==> src/rtl/piano_pkg.sv <==
// Shared constants and types for the piano polyphony scheduler.
package piano_pkg;
  localparam int NUM_KEYS  = 32;
  localparam int KEY_IDX_W = 5;

  typedef enum logic {
    ST_SNAP = 1'b0,
    ST_SCAN = 1'b1
  } state_e;

  // Age counters hold 0..NUM_VOICES-1; keep at least one bit.
  function automatic int age_w(input int nv);
    return (nv <= 2) ? 1 : $clog2(nv);
  endfunction
endpackage

==> src/rtl/voice_pick.sv <==
// Combinational voice lookup: key-already-held hit, lowest free voice, oldest voice.
module voice_pick
  import piano_pkg::*;
#(
  parameter int NUM_VOICES = 4,
  parameter int AGE_W      = 2,
  parameter int VID_W      = 2
) (
  input  logic [NUM_VOICES-1:0]                i_on,
  input  logic [NUM_VOICES-1:0][AGE_W-1:0]     i_age,
  input  logic [NUM_VOICES-1:0][KEY_IDX_W-1:0] i_idx,
  input  logic [KEY_IDX_W-1:0]                 i_k,
  output logic                                 o_hit,
  output logic                                 o_free_found,
  output logic [VID_W-1:0]                     o_free_v,
  output logic [VID_W-1:0]                     o_oldest_v
);
  logic [AGE_W-1:0] w_best;

  always_comb begin
    o_hit        = 1'b0;
    o_free_found = 1'b0;
    o_free_v     = '0;
    o_oldest_v   = '0;
    w_best       = i_age[0];
    for (int v = 0; v < NUM_VOICES; v++) begin
      if (i_on[v] && (i_idx[v] == i_k)) o_hit = 1'b1;
    end
    // Descending walk so the last write is the lowest free index.
    for (int v = NUM_VOICES - 1; v >= 0; v--) begin
      if (!i_on[v]) begin
        o_free_found = 1'b1;
        o_free_v     = VID_W'(v);
      end
    end
    // Strictly-greater keeps ties on the lowest index.
    for (int v = 1; v < NUM_VOICES; v++) begin
      if (i_age[v] > w_best) begin
        w_best     = i_age[v];
        o_oldest_v = VID_W'(v);
      end
    end
  end
endmodule

==> src/rtl/voice_allocator.sv <==
// Polyphony scheduler: snapshots the key vector, releases voices, then scans
// one key per cycle allocating (or stealing) generator slots.
module voice_allocator
  import piano_pkg::*;
#(
  parameter int NUM_KEYS   = 32,
  parameter int NUM_VOICES = 4,
  parameter int STEAL      = 1
) (
  input  logic                          clk,
  input  logic                          resetn,
  input  logic [31:0]                   key_pressed,
  output logic [5*NUM_VOICES-1:0]       voice_index,
  output logic [NUM_VOICES-1:0]         voice_on,
  output logic [NUM_VOICES-1:0]         voice_retrig,
  output logic                          steal_pulse,
  output logic                          scan_done,
  output logic [3:0]                    active_count
);
  localparam int AGE_W = age_w(NUM_VOICES);
  localparam int VID_W = AGE_W;

  state_e                               r_state, w_state_nxt;
  logic [31:0]                          r_key_q, w_key_q_nxt;
  logic [KEY_IDX_W-1:0]                 r_ptr, w_ptr_nxt;
  logic [NUM_VOICES-1:0]                r_on, w_on_nxt;
  logic [NUM_VOICES-1:0][KEY_IDX_W-1:0] r_idx, w_idx_nxt;
  logic [NUM_VOICES-1:0][AGE_W-1:0]     r_age, w_age_nxt;
  logic [NUM_VOICES-1:0]                r_retrig, w_retrig_nxt;
  logic                                 r_steal, w_steal_nxt;
  logic                                 r_done, w_done_nxt;
  logic [3:0]                           r_cnt, w_cnt_nxt;

  logic                                 w_hit, w_free_found, w_alloc;
  logic [VID_W-1:0]                     w_free_v, w_oldest_v, w_tgt;

  voice_pick #(
    .NUM_VOICES(NUM_VOICES),
    .AGE_W     (AGE_W),
    .VID_W     (VID_W)
  ) u_pick (
    .i_on        (r_on),
    .i_age       (r_age),
    .i_idx       (r_idx),
    .i_k         (r_ptr),
    .o_hit       (w_hit),
    .o_free_found(w_free_found),
    .o_free_v    (w_free_v),
    .o_oldest_v  (w_oldest_v)
  );

  always_comb begin
    w_state_nxt  = r_state;
    w_key_q_nxt  = r_key_q;
    w_ptr_nxt    = r_ptr;
    w_on_nxt     = r_on;
    w_idx_nxt    = r_idx;
    w_age_nxt    = r_age;
    w_retrig_nxt = '0;
    w_steal_nxt  = 1'b0;
    w_done_nxt   = 1'b0;
    w_alloc      = 1'b0;
    w_tgt        = '0;
    w_cnt_nxt    = '0;
    case (r_state)
      ST_SNAP: begin
        w_key_q_nxt = key_pressed;
        for (int v = 0; v < NUM_VOICES; v++) begin
          if (r_on[v] && !key_pressed[r_idx[v]]) begin
            w_on_nxt[v]  = 1'b0;
            w_age_nxt[v] = '0;
          end
        end
        w_ptr_nxt   = '0;
        w_state_nxt = ST_SCAN;
      end
      default: begin
        if (r_key_q[r_ptr] && !w_hit) begin
          if (w_free_found) begin
            w_alloc = 1'b1;
            w_tgt   = w_free_v;
          end else if (STEAL != 0) begin
            w_alloc     = 1'b1;
            w_tgt       = w_oldest_v;
            w_steal_nxt = 1'b1;
          end
        end
        if (w_alloc) begin
          for (int v = 0; v < NUM_VOICES; v++) begin
            if (w_tgt == VID_W'(v)) begin
              w_idx_nxt[v]    = r_ptr;
              w_on_nxt[v]     = 1'b1;
              w_retrig_nxt[v] = 1'b1;
              w_age_nxt[v]    = '0;
            end else if (r_on[v] && (r_age[v] < AGE_W'(NUM_VOICES - 1))) begin
              w_age_nxt[v] = r_age[v] + 1'b1;
            end
          end
        end
        w_ptr_nxt = r_ptr + 1'b1;
        if (r_ptr == KEY_IDX_W'(NUM_KEYS - 1)) begin
          w_done_nxt  = 1'b1;
          w_ptr_nxt   = '0;
          w_state_nxt = ST_SNAP;
        end
      end
    endcase
    for (int v = 0; v < NUM_VOICES; v++) w_cnt_nxt = w_cnt_nxt + {3'b000, w_on_nxt[v]};
  end

  always_ff @(posedge clk or negedge resetn) begin
    if (!resetn) begin
      r_state  <= ST_SNAP;
      r_key_q  <= '0;
      r_ptr    <= '0;
      r_on     <= '0;
      r_idx    <= '0;
      r_age    <= '0;
      r_retrig <= '0;
      r_steal  <= 1'b0;
      r_done   <= 1'b0;
      r_cnt    <= '0;
    end else begin
      r_state  <= w_state_nxt;
      r_key_q  <= w_key_q_nxt;
      r_ptr    <= w_ptr_nxt;
      r_on     <= w_on_nxt;
      r_idx    <= w_idx_nxt;
      r_age    <= w_age_nxt;
      r_retrig <= w_retrig_nxt;
      r_steal  <= w_steal_nxt;
      r_done   <= w_done_nxt;
      r_cnt    <= w_cnt_nxt;
    end
  end

  assign voice_index  = r_idx;
  assign voice_on     = r_on;
  assign voice_retrig = r_retrig;
  assign steal_pulse  = r_steal;
  assign scan_done    = r_done;
  assign active_count = r_cnt;
endmodule

==> config.mk <==
export PLATFORM = sky130hd
export DESIGN_NAME = voice_allocator
export DESIGN_NICKNAME = d
export VERILOG_FILES = /design/src/rtl/piano_pkg.sv /design/src/rtl/voice_pick.sv /design/src/rtl/voice_allocator.sv
export SDC_FILE = /design/constraint.sdc
export NUM_CORES = 1
export LEC_CHECK = 0
export BUFFER_PORTS_ARGS = -buffer_cell sky130_fd_sc_hd__buf_2
export CORE_MARGIN = 5
export CORE_UTILIZATION = 50
export CTS_CLUSTER_SIZE = 8
export DETAILED_ROUTE_END_ITERATION = 8
export GPL_TIMING_DRIVEN = 0
export PLACE_DENSITY_LB_ADDON = 0.3
export REMOVE_ABC_BUFFERS = 1
export SKIP_CTS_REPAIR_TIMING = 1
export SLEW_MARGIN = 20
export SYNTH_ARGS = -nofsm -noshare
export SYNTH_HDL_FRONTEND = slang
export SYNTH_SLANG_ARGS = --single-unit
==> constraint.sdc <==
create_clock -name clk -period 6.5 [get_ports clk]
set_clock_uncertainty 0.1 [all_clocks]
set_input_delay 0.325 -clock clk [delete_from_list [all_inputs] [get_ports clk]]
set_output_delay 0.325 -clock clk [all_outputs]
set_load 0.01 [all_outputs]
==> results_dict.tcl, run 1 <==
set metrics [dict create \
    cp-start-kind "flip-flop" \
    die_x_um 111 \
    gp_congestion 0.908 \
    die_y_um 111 \
    synth_cells 412 \
    clock_latency_ns 0.36 \
    start_util_pct 51.7 \
    r2r_setup_slack_ns 1.15 \
    cts_tree "yes" \
    wl_um 12800 \
    wl_per_cell_um 21.3 \
    antenna_found_initial 0 \
    grt_setup_unrepaired "false" \
    cp.required_ns 6.65 \
    finalCriticalPeriod_ns 5.35 \
    finalSetupTns_ns 0 \
    gr-usage-all-layers_pct 21.7 \
    worst_pin_slew_ns 0.894 \
    drc 0 \
    synthArstFlopShare_pct 100 \
    crit_type "flip-flop to flip-flop" \
    p_sw_share_pct 40.9 \
    finalInstanceArea_um2 5620 \
    setup.worst_path.end "active_count[1]$_DFF_PN0_" \
    maxCapViolCount 0 \
    path_buf_inv 2 \
    status "finished, final reports clean" \
    clock_path_buffers 2 \
    cp-startpoint "r_age[2]$_DFFE_PN0P_" \
    r2r_start "r_age[2]$_DFFE_PN0P_" \
    synth-seq-cells 79 \
    finalHoldViolations 0 \
    leakage_uw 0.00247 \
    die_area_um2 12300 \
    hpwl_um 9320 \
    syn_area_um2 5070 \
    grt_first_pass_wirelength_um 21100 \
    powerDensity_nw_per_um2 424 \
    crit_fanout 8 \
    synth_warnings 0 \
    grt_max_degree 43 \
    cts_made_buffers 9 \
    path_depth 21 \
    fin_ws_ns 1.15 \
    fmax_mhz 187 \
    switchingPower_uw 974 \
    pwr-share-clk_pct 14.4 \
    slew_headroom_pct 40.4 \
    setup_viol 0 \
    rr_worst_depth 21 \
    htree_levels 3 \
    core_area_um2 9820 \
    antenna_left 0 \
    cpPeakStageDelay_ns 0.45 \
    grt_pass1_vias 3903 \
    synth_edf_count 0 \
    min_path_type "primary input to flip-flop" \
    io_pins 68 \
    yosys-top-cells-count "dfrtp_1 (79), mux2_2 (51), mux4_2 (35)" \
    slew_viol_final 0 \
    portBuffers 66 \
    first_pass_iters 4 \
    ys_types 59 \
    slowest_stage "fa_1" \
    cts.clk_slew.worst_paths_ns 0.08 \
    p_int_uw 1410 \
    cpLargestDelayFamily "adder cells" \
    ys.flop_type "dfrtp_1" \
    drive_gt1_share_pct 39.1 \
    synth_area_leaders "dfrtp_1 (39%), mux4_2 (16%), mux2_2 (11%)" \
    regToRegEndpoint "active_count[1]$_DFF_PN0_" \
    grt_overflow 0 \
    via_count 3690 \
    root_buffer "clkbuf_8" \
    ys_seq_area_share_pct 39.0 \
    path_cells "inv_1 > ha_1 > inv_1 > o22ai_1 > nand2_1 > o21ai_0 > ha_1 > nor2_1 > o21ai_0 > mux2_2 > ha_1 > nand2_1 > o21ai_0 > nand3b_1 > o21ai_0 > nand2_1 > or2_1 > a21oi_1 > fa_1 > ha_1 > ha_1" \
    crit_path_end_kind "flip-flop" \
    drtIter0Drc 195 \
    critPathMostFrequentCell "ha_1" \
    row_count 36 \
    syn_avg_cell_area_um2 12.3 \
    synth_top_area_share_pct 39.0 \
    seqPwrFrac_pct 35.6 \
    syn_to_final_growth_pct 10.9 \
    peakVddDrop_uv 202 \
    yosys.area.top_type "dfrtp_1" \
    place_ws_ns 1.24 \
    worstPathArrival_ns 5.51 \
    period_share_pct 82.4 \
    cts.sinks 79 \
    diodes 0 \
    vias_per_cell 6.17 \
    dpl-instance-area_um2 5430 \
    layout.nets 511 \
    power_frac_comb_pct 49.9 \
    synth.most_common_cell "dfrtp_1" \
]
==> layout by cell type (no fill, tap or decap), types with 3 or more instances in the layout <==
| cell | netlist | final |
|---|---|---|
| nor2_1 | 12 | 12 |
| nor3b_1 | 3 | 3 |
| nand3_1 | 8 | 8 |
| nor3_1 | 7 | 7 |
| mux2_4 | 4 | 4 |
| nor4_1 | 5 | 5 |
| dfrtp_1 | 79 | 77 |
| and3_1 | 4 | 4 |
| inv_1 | 21 | 21 |
| and2_1 | 5 | 5 |
| clkbuf_8 | 0 | 11 |
| buf_2 | 8 | 65 |
| a22oi_1 | 7 | 7 |
| xor2_1 | 5 | 5 |
| clkinv_2 | 0 | 3 |
| a32o_1 | 3 | 3 |
| nor2b_1 | 7 | 7 |
| mux2_2 | 51 | 51 |
| mux2i_1 | 8 | 8 |
| ha_1 | 16 | 16 |
| nand2_1 | 13 | 13 |
| a22o_1 | 3 | 3 |
| a21oi_1 | 8 | 8 |
| mux4_2 | 35 | 35 |
| xnor2_1 | 17 | 17 |
| nand2b_1 | 6 | 6 |
| nand4_1 | 7 | 7 |
| o21ai_0 | 12 | 12 |
==> logic make-up (layout without fill, tap and decap cells) <==
kind of cell / Yosys count / count (layout) / synth area share [%]
compound gates: 53 / 53 / 7.55
mux: 99 / 99 / 30.1
fa+ha+maj: 17 / 17 / 4.34
other cells: 1 / 1 / 0.0739
simple gates: 88 / 88 / 9.92
xor+xnor: 22 / 22 / 3.80
buf+inv: 53 / 106 / 5.20
flops: 79 / 79 / 39.0
==> worst min-delay path by stage <==
| stage | start | to | cells past startpoint |
|---|---|---|---|
| finish | key_pressed[18] | r_key_q[18]$_DFFE_PN0N_ | 2 |
| floorplan | resetn | active_count[0]$_DFF_PN0_ | 0 |
| global route | key_pressed[18] | r_key_q[18]$_DFFE_PN0N_ | 2 |
| CTS | resetn | r_key_q[12]$_DFFE_PN0N_ | 1 |
| global placement | r_key_q[18]$_DFFE_PN0N_ | r_key_q[18]$_DFFE_PN0N_ | 1 |
| detailed placement | resetn | r_key_q[6]$_DFFE_PN0N_ | 1 |
==> state kept, by name, indices dropped and copies added (netlist names) <==
signal and flops:
active_count 3, r_age 8, r_key_q 32, r_ptr 5, r_state 1, scan_done 1
steal_pulse 1, voice_index 20, voice_on 4, voice_retrig 4
==> cell type report <==
cell class                      instances  area (µm²)
Clock buffer                           11         151
Fill cell                             874        4200
Inverter                               21        78.8
Clock inverter                          5        32.5
Sequential cell                        79        1980
Tap cell                              133         166
Multi-Input combinational cell        280        2830
Timing Repair Buffer                   69         383
==> layer usage <==
metal | global-route usage [%] | routed length (µm)
met5 | 0 | 0
met4 | 10.2 | 418
met3 | 4.42 | 924
met2 | 35.9 | 6270
met1 | 27.3 | 5140
==> power groups by stage <==
stage               combinational [µW]  sequential (µW)  clock (µW)
floorplan                          852              841           0
CTS                               1200              847         353
global placement                  1130              847           0
global route                      1320              882         369
detailed placement                1190              855           0
finish                            1190              849         344
==> through the flow <==
| stage | std cells | total power, µW | hold WS [ns] | util, % |
|---|---|---|---|---|
| 2_1_floorplan | 380 | 1690 | -0.0706 | - |
| 3_3_place_gp | 579 | 1980 | 0.379 | 54.8 |
| 3_5_place_dp | 581 | 2040 | 0.230 | 55.3 |
| 4_1_cts | 597 | 2400 | -0.169 | 57.1 |
| 5_1_grt | 598 | 2570 | 0.172 | 57.3 |
| 6_report | 598 | 2380 | 0.169 | 57.3 |
Power figures use the tool's default switching activity.
==> inputs of run 2 (changes only) <==
==> constraint.sdc (replaced) <==
create_clock -name clk -period 4.8 [get_ports clk]
set_clock_uncertainty 0.1 [all_clocks]
set_input_delay 0.24 -clock clk [delete_from_list [all_inputs] [get_ports clk]]
set_output_delay 0.24 -clock clk [all_outputs]
set_load 0.01 [all_outputs]
==> run 2 against run 1 <==
Net effect:
- flip-flop and latch count unchanged
- cell count grew 0.33%
- sequential share of layout area shrank 0.37 points
- register-to-register slack worse by 0.86 ns
- non-clock buffer count grew 2
- sequential power rose by 35%
- clock power up 35%
- total power rose by 39%
==> results_dict.tcl, run 2 (synthesis results as in run 1) <==
set metrics [dict create \
    status "finished, final reports clean" \
    die_area_um2 12300 \
    fmax_mhz 221 \
    utilization_pct 57.9 \
    antenna_found_initial 0 \
    whs_path_depth 2 \
    worst_pin_slew_ns 0.866 \
    cts_made_buffers 9 \
    place_inst 581 \
    diodes 0 \
    cp.required_ns 4.95 \
    grt_first_pass_wirelength_um 21100 \
    peakVddDrop_uv 271 \
    leakage_uw 0.00249 \
    grt_pass1_vias 3903 \
    hpwl_um 9320 \
    wl_um 12800 \
    start_util_pct 51.7 \
    critPathMostFrequentCell "ha_1" \
    cts.sinks 79 \
    maxCapViolCount 0 \
    layout.nets 513 \
    holdPathEnd "r_key_q[18]$_DFFE_PN0N_" \
    cp-start-kind "flip-flop" \
    cts.clk_slew.worst_paths_ns 0.08 \
    gp_congestion 0.908 \
    grt_setup_unrepaired "false" \
    syn_to_final_growth_pct 12.1 \
    finalSetupTns_ns 0 \
    first_pass_iters 5 \
    drc 0 \
    worstPathArrival_ns 4.67 \
    layout_commonest_cell "dfrtp_1" \
    cpPeakStageDelay_ns 0.41 \
    drive_gt1_share_pct 41.3 \
    htree_levels 3 \
    wl_per_cell_um 21.3 \
    layout_common_cells "dfrtp_1 (76), buf_2 (65), mux2_2 (51), mux4_2 (35), inv_1 (21)" \
    rr_worst_depth 21 \
    drtIter0Drc 181 \
    gr-usage-all-layers_pct 21.7 \
    top_register "r_key_q" \
    vias_per_cell 6.18 \
    powerDensity_nw_per_um2 583 \
    finalCriticalPeriod_ns 4.52 \
    largest_reg_flops 32 \
    regToRegEndpoint "active_count[1]$_DFF_PN0_" \
    period_share_pct 94.1 \
    fillerInstances 866 \
    slew_viol_final 0 \
    crit_type "flip-flop to flip-flop" \
    slew_headroom_pct 42.3 \
    cts_tree "yes" \
    clock_path_buffers 2 \
    p_total_uw 3320 \
    antenna_left 0 \
    io_pins 68 \
    min_path_type "primary input to flip-flop" \
    root_buffer "clkbuf_8" \
    grt_max_degree 43 \
    die_x_um 111 \
    core_area_um2 9820 \
    finalHoldViolations 0 \
    clock_latency_ns 0.36 \
    post_layout_nonfiller_instances 600 \
    crit_fanout 4 \
    worstHoldStart "key_pressed[18]" \
    row_count 36 \
    crit_path_end_kind "flip-flop" \
    portBuffers 66 \
    grt_overflow 0 \
    die_y_um 111 \
    fin_hold_ws_ns 0.0847 \
    slowest_stage "dfrtp_1" \
    via_count 3706 \
    path_cells "inv_1 > ha_1 > inv_1 > o22ai_2 > nand2_1 > o21ai_1 > ha_1 > nor2_1 > o21ai_2 > mux2_2 > ha_1 > nand2_1 > o21ai_2 > nand3b_1 > o21ai_2 > nand2_1 > or2_4 > a21oi_4 > fa_1 > ha_1 > ha_1" \
    r2r_start "r_age[2]$_DFFE_PN0P_" \
    r2r_setup_slack_ns 0.28 \
    setup_viol 0 \
]
-- run 2: changes by cell type in the layout (fill, tap and decap cells not counted), moves of 2 or more --
| cell | before | now |
|---|---|---|
| a21oi_1 | 8 | 6 |
| a21oi_4 | 0 | 2 |
| buf_4 | 1 | 3 |
| o21ai_0 | 12 | 8 |
| o21ai_2 | 0 | 3 |
-- run 2: metrics by stage --
step	setup WS, ns	instance area, µm²
after global placement	-0.226	5380
after detailed placement	-0.463	5430
after CTS	-0.506	5610
after global routing	0.0241	5690
final	0.284	5690
after floorplan	0.308	4890
-- run 2: worst max path at each step --
stage                         start                        end  slack [ns]
6_report       r_age[2]$_DFFE_PN0P_  active_count[1]$_DFF_PN0_        0.28
5_1_grt        r_age[1]$_DFFE_PN0P_  active_count[1]$_DFF_PN0_        0.02
4_1_cts        r_age[2]$_DFFE_PN0P_  active_count[1]$_DFF_PN0_       -0.51
3_5_place_dp   r_age[2]$_DFFE_PN0P_  active_count[1]$_DFF_PN0_       -0.46
3_3_place_gp   r_age[1]$_DFFE_PN0P_  active_count[1]$_DFF_PN0_       -0.23
2_1_floorplan  r_age[1]$_DFFE_PN0P_  active_count[1]$_DFF_PN0_        0.31
-- run 2: report_power, final --
part | total (µW) | leakage (µW) | internal, µW | switching, µW
Clock | 465 | 0.0000991 | 215 | 250
Combinational | 1710 | 0.00147 | 913 | 793
Sequential | 1150 | 0.000923 | 832 | 316
-- run 2: final cells by class --
class	instances	area, µm²	share of cell area [%]
Timing Repair Buffer	71	398	7.00
Tap cell	133	166	2.93
Multi-Input combinational cell	280	2880	50.6
Sequential cell	79	1980	34.8
Inverter	21	78.8	1.39
Clock buffer	11	151	2.66
Clock inverter	5	32.5	0.572
-- run 2: critical path: cells and delay by family, from the launching register on --
| family | cells | cell delay (ns) |
|---|---|---|
| buf+inv | 2 | 0.14 |
| fa+ha+maj | 6 | 1.60 |
| simple gates | 6 | 0.77 |
| mux | 1 | 0.37 |
| compound gates | 6 | 1.00 |
| flops | 1 | 0.41 |
-- run 2: routing by layer --
metal | global-route usage, % | up-vias | share of wire, %
li1 | - | 1647 | -
met1 | 27.3 | 1852 | 40
met2 | 35.9 | 171 | 49
met3 | 4.42 | 36 | 7.7
met4 | 10.2 | 0 | 3.2
met5 | 0 | - | 0
